===== src/rtl/spi_master_ctrl.sv =====
// Host-side SPI master: frames one command per request with SS_n and sends {cmd,payload} MSB-first.
// Read-data frames wait out the slave turnaround, then collect 8 MISO bits into rd_data.
module spi_master_ctrl #(
   parameter int RD_WAIT = 2,
   parameter int GAP     = 1
) (
   input  logic       clk,
   input  logic       rst_n,
   input  logic       start,
   input  logic [1:0] cmd,
   input  logic [7:0] payload,
   output logic       busy,
   output logic       done,
   output logic [7:0] rd_data,
   output logic       rd_valid,
   output logic       MOSI,
   output logic       SS_n,
   input  logic       MISO
);

   typedef enum logic [2:0] {
      S_IDLE,
      S_CHK,
      S_SHIFT,
      S_WAIT,
      S_READ,
      S_GAP
   } state_t;

   localparam logic [3:0] WaitLoad = 4'(RD_WAIT - 1);
   localparam logic [3:0] GapLoad  = 4'(GAP - 1);

   state_t     state_q, state_d;
   logic [9:0] frame_q, frame_d;
   logic       isRead_q, isRead_d;
   logic [3:0] bitCnt_q, bitCnt_d;
   logic [3:0] waitCnt_q, waitCnt_d;
   logic [7:0] capture_q, capture_d;
   logic [7:0] rdData_q, rdData_d;
   logic       ssN, mosi, doneC;

   // State and datapath registers; reset drops SS_n and MOSI at once because both decode from state.
   always_ff @(posedge clk or negedge rst_n) begin
      if (!rst_n) begin
         state_q   <= S_IDLE;
         frame_q   <= 10'd0;
         isRead_q  <= 1'b0;
         bitCnt_q  <= 4'd0;
         waitCnt_q <= 4'd0;
         capture_q <= 8'h00;
         rdData_q  <= 8'h00;
      end else begin
         state_q   <= state_d;
         frame_q   <= frame_d;
         isRead_q  <= isRead_d;
         bitCnt_q  <= bitCnt_d;
         waitCnt_q <= waitCnt_d;
         capture_q <= capture_d;
         rdData_q  <= rdData_d;
      end
   end

   // Next-state and pin decode; counters are reloaded on the transition into the state that uses them.
   always_comb begin
      state_d   = state_q;
      frame_d   = frame_q;
      isRead_d  = isRead_q;
      bitCnt_d  = bitCnt_q;
      waitCnt_d = waitCnt_q;
      capture_d = capture_q;
      rdData_d  = rdData_q;
      ssN       = 1'b1;
      mosi      = 1'b0;
      doneC     = 1'b0;
      case (state_q)
         S_IDLE: begin
            if (start) begin
               frame_d  = {cmd, payload};
               isRead_d = (cmd == 2'b11);
               state_d  = S_CHK;
            end
         end
         S_CHK: begin
            ssN      = 1'b0;
            mosi     = frame_q[9];
            bitCnt_d = 4'd9;
            state_d  = S_SHIFT;
         end
         S_SHIFT: begin
            ssN  = 1'b0;
            mosi = frame_q[bitCnt_q];
            if (bitCnt_q == 4'd0) begin
               if (isRead_q) begin
                  waitCnt_d = WaitLoad;
                  state_d   = S_WAIT;
               end else begin
                  waitCnt_d = GapLoad;
                  state_d   = S_GAP;
               end
            end else begin
               bitCnt_d = bitCnt_q - 4'd1;
            end
         end
         S_WAIT: begin
            ssN = 1'b0;
            if (waitCnt_q == 4'd0) begin
               bitCnt_d = 4'd7;
               state_d  = S_READ;
            end else begin
               waitCnt_d = waitCnt_q - 4'd1;
            end
         end
         S_READ: begin
            ssN       = 1'b0;
            capture_d = {capture_q[6:0], MISO};
            if (bitCnt_q == 4'd0) begin
               waitCnt_d = GapLoad;
               state_d   = S_GAP;
            end else begin
               bitCnt_d = bitCnt_q - 4'd1;
            end
         end
         S_GAP: begin
            if (waitCnt_q == 4'd0) begin
               doneC   = 1'b1;
               state_d = S_IDLE;
               if (isRead_q) begin
                  rdData_d = capture_q;
               end
            end else begin
               waitCnt_d = waitCnt_q - 4'd1;
            end
         end
         default: state_d = S_IDLE;
      endcase
   end

   assign busy     = (state_q != S_IDLE);
   assign done     = doneC;
   assign rd_valid = doneC & isRead_q;
   assign MOSI     = mosi;
   assign SS_n     = ssN;
   // The fresh byte is visible in the done cycle itself; the register holds it afterwards.
   assign rd_data  = rd_valid ? capture_q : rdData_q;

endmodule


===== config.mk =====
export PLATFORM = sky130hd
export DESIGN_NAME = spi_master_ctrl
export DESIGN_NICKNAME = d
export VERILOG_FILES = /design/src/rtl/spi_master_ctrl.sv
export SDC_FILE = /design/constraint.sdc
export NUM_CORES = 1
export LEC_CHECK = 0
export BUFFER_PORTS_ARGS = -buffer_cell sky130_fd_sc_hd__buf_2
export CAP_MARGIN = 10
export CORE_ASPECT_RATIO = 1.4
export CORE_MARGIN = 2
export CORE_UTILIZATION = 50
export DETAILED_ROUTE_END_ITERATION = 10
export PLACE_DENSITY = 0.71
export SLEW_MARGIN = 20
export SYNTH_ARGS = -nofsm -noshare
export SYNTH_HDL_FRONTEND = slang
export SYNTH_SLANG_ARGS = --single-unit

===== constraint.sdc =====
create_clock -name clk -period 4.67 [get_ports clk]
set_clock_uncertainty 0.1 [all_clocks]
set_input_delay 0.2335 -clock clk [delete_from_list [all_inputs] [get_ports clk]]
set_output_delay 0.2335 -clock clk [all_outputs]
set_load 0.01 [all_outputs]

==> impl_metrics.tcl <==
set metrics [dict create \
    p_sw_uw 592 \
    startpoint "waitCnt_q[0]" \
    dr_total_vias 1359 \
    hp-start "MISO" \
    netlist.area_leader.share_pct 47.6 \
    syn_inst 164 \
    yosys.area.top_type "dfrtp_1" \
    drc 0 \
    h-tree-depth 2 \
    arrival_ns 2.38 \
    crit_fanout 17 \
    worst_pin_slew_ns 0.836 \
    core.rowCount 27 \
    post_cts_resized 0 \
    status "completed" \
    multiInputGateArea_um2 972 \
    synth.avg_cell_area_um2 12.2 \
    drtIter0Drc 30 \
    p_per_area_nw_per_um2 729 \
    setup_violations 0 \
    tns_ns 0 \
    report.final.slew_viol_count 0 \
    rsz0062_at_grt "false" \
    cts_setup_buffers 0 \
    dieHeight_um 78.8 \
    comb_power_share_pct 40.0 \
    fmax_ghz 0.369 \
    grt_use_total_pct 18.7 \
    synth_area_um2 2000 \
    ir_drop_mv 0.472 \
    final-seq-area_um2 951 \
    nets 208 \
    clock_path_buffers 2 \
    vias_per_cell 5.78 \
    leakage_uw 0.00108 \
    antenna_left 0 \
    grt_max_degree 39 \
    async_reset_ff_share_pct 100 \
    synth_area_leaders "dfrtp_1, mux2_2, mux2_4, mux4_2, ha_1" \
    r2r-start "waitCnt_q[0]" \
    ctsHoldBuffers 1 \
    crit_type "flip-flop to primary output" \
    max-cap-violations 0 \
    grt_first_pass_wirelength_um 6560 \
    antenna_found_initial 0 \
    clk_pin_slew_worst_paths_ns 0.07 \
    cts_tree "yes" \
    worstPathRequired_ns 4.34 \
    drive_above_1_share_pct 39.6 \
    finalCritPeriodShare_pct 58.0 \
    dp.cells 226 \
    overflow 0 \
    ios 27 \
    dieArea_um2 4530 \
    area_growth_pct 15.0 \
    place_ws_ns 2.30 \
    die_w_um 57.4 \
    n_antenna_cell 0 \
    routabilityCongestion 0.835 \
    yosys_register_bits 38 \
    core-area_um2 3880 \
    end_kind "primary output" \
    hp-class "input pin to flip-flop" \
    ys_seq_area_share_pct 47.6 \
    fill_cells 322 \
    grt_pass1_vias 1459 \
    numCtsBuffers 5 \
    port_buffers 26 \
    cell_internal_pwr_uw 1080 \
    setup_ws_ns 1.96 \
    synth_edf_count 0 \
    period_needed_ns 2.71 \
    clk_latency_ns 0.29 \
    drt_wl_total_um 3800 \
    max-slew-margin-rel_pct 44.3 \
    cts_num_sinks 38 \
    ys_types 44 \
    mappedNetlistNets 181 \
    share_seq_of_total_power_pct 39.4 \
    synth_warnings 0 \
    initial_core_util_pct 51.4 \
    dr.pass1.iters 4 \
    finalHoldViolCount 0 \
    switching_share_pct 35.4 \
    wl_per_cell_um 16.2 \
    fin_cells 235 \
    clockPowerShare_pct 20.6 \
    cp-start-kind "flip-flop" \
    synth_flop_cell "dfrtp_1" \
    cts_root_buf "clkbuf_8" \
    place_hpwl_um 2690 \
]
==> stage by stage <==
| step | cell area, µm² | util, % | power [µW] | hold WS [ns] |
|---|---|---|---|---|
| after floorplan | 2000 | - | 1160 | -0.162 |
| after global placement | 2140 | 55.2 | 1290 | 0.269 |
| after detailed placement | 2140 | 55.2 | 1340 | 0.295 |
| after CTS | 2300 | 59.1 | 1690 | 0.0674 |
| after global routing | 2300 | 59.1 | 1800 | 0.0712 |
| final | 2300 | 59.1 | 1670 | 0.0731 |
==> cell type report <==
cell class	instances	share of cell area, %
Tap cell	43	2.34
Clock inverter	2	2.61
Timing Repair Buffer	27	6.10
Clock buffer	6	3.59
Sequential cell	38	41.4
Inverter	10	1.63
Multi-Input combinational cell	109	42.3
==> cell families (layout without fill, tap and decap cells) <==
kind of cell	after synthesis	after routing	share of synthesized area, %
compound gates	24	24	8.14
xor+xnor	3	3	1.32
buf+inv	17	45	3.76
simple gates	39	39	12.1
mux	40	40	25.2
fa+ha+maj	3	3	1.88
flops	38	38	47.6
==> Yosys cell counts (all sizes together) (2+ instances only) <==
cell / count
nand4: 2
buf: 4
dfrtp: 38
nand3: 2
xor2: 3
mux4: 2
nand2b: 2
mux2: 35
nor4: 2
o21ai: 7
clkbuf: 3
nand2: 5
or3: 2
nor3b: 3
nor3: 5
a21oi: 4
mux2i: 3
inv: 10
nor2: 9
nor2b: 2
and3: 2
ha: 3
==> critical path, stage by stage (launching register included) <==
cell     delay, ns
dfrtp_1       0.40
inv_1         0.15
ha_1          0.18
or3b_4        0.43
nor3_4        0.23
nand2_4       0.20
mux2_4        0.34
buf_2         0.14
==> cell usage in the layout, fill, tap and decap left out, types with 2 or more instances in the layout <==
master,n
dfrtp_1,38
mux2_2,26
buf_2,26
inv_1,10
nor2_1,9
mux2_4,9
o21ai_0,7
clkbuf_8,6
nand2_1,4
a21oi_1,4
nor3_1,4
xor2_1,3
mux2i_1,3
ha_1,3
nand2b_1,2
nor2b_1,2
mux4_2,2
nor4_1,2
nand3_1,2
and3_1,2
nor3b_1,2
nand4_1,2
bufinv_16,2
==> sequential cells by signal, indices dropped and copies added, names as in the netlist <==
register   flops
bitCnt_q       4
capture_q      8
frame_q       10
isRead_q       1
rdData_q       8
state_q        3
waitCnt_q      4
==> layer usage <==
metal / vias to the layer above / share of wire [%] / track usage (%)
li1: 644 / - / -
met1: 681 / 42 / 22.7
met2: 28 / 52 / 32.2
met3: 6 / 3.9 / 4.56
met4: 0 / 1.4 / 6.28
met5: - / 0 / 0
==> power by group through the flow <==
stage                     clock network, µW  logic, µW  registers (µW)
after detailed placement                  0        671             666
final                                   345        670             659
after global placement                    0        644             645
after CTS                               353        677             658
after global routing                    368        740             688
after floorplan                           0        575             583
==> final timing paths <==
check / to / slack, ns / cells after the start
worst max-delay path: rd_data[4] / 1.96 / 7
worst min-delay path: capture_q[0] / 0.07 / 2
min in group asynchronous: bitCnt_q[0] / 0.48 / 2
max in group asynchronous: rdData_q[6] / 3.46 / 2
worst min register to register: frame_q[8] / 0.41 / 1
worst max register to register: bitCnt_q[2] / 2.49 / 6
Power figures use the tool's default switching activity.
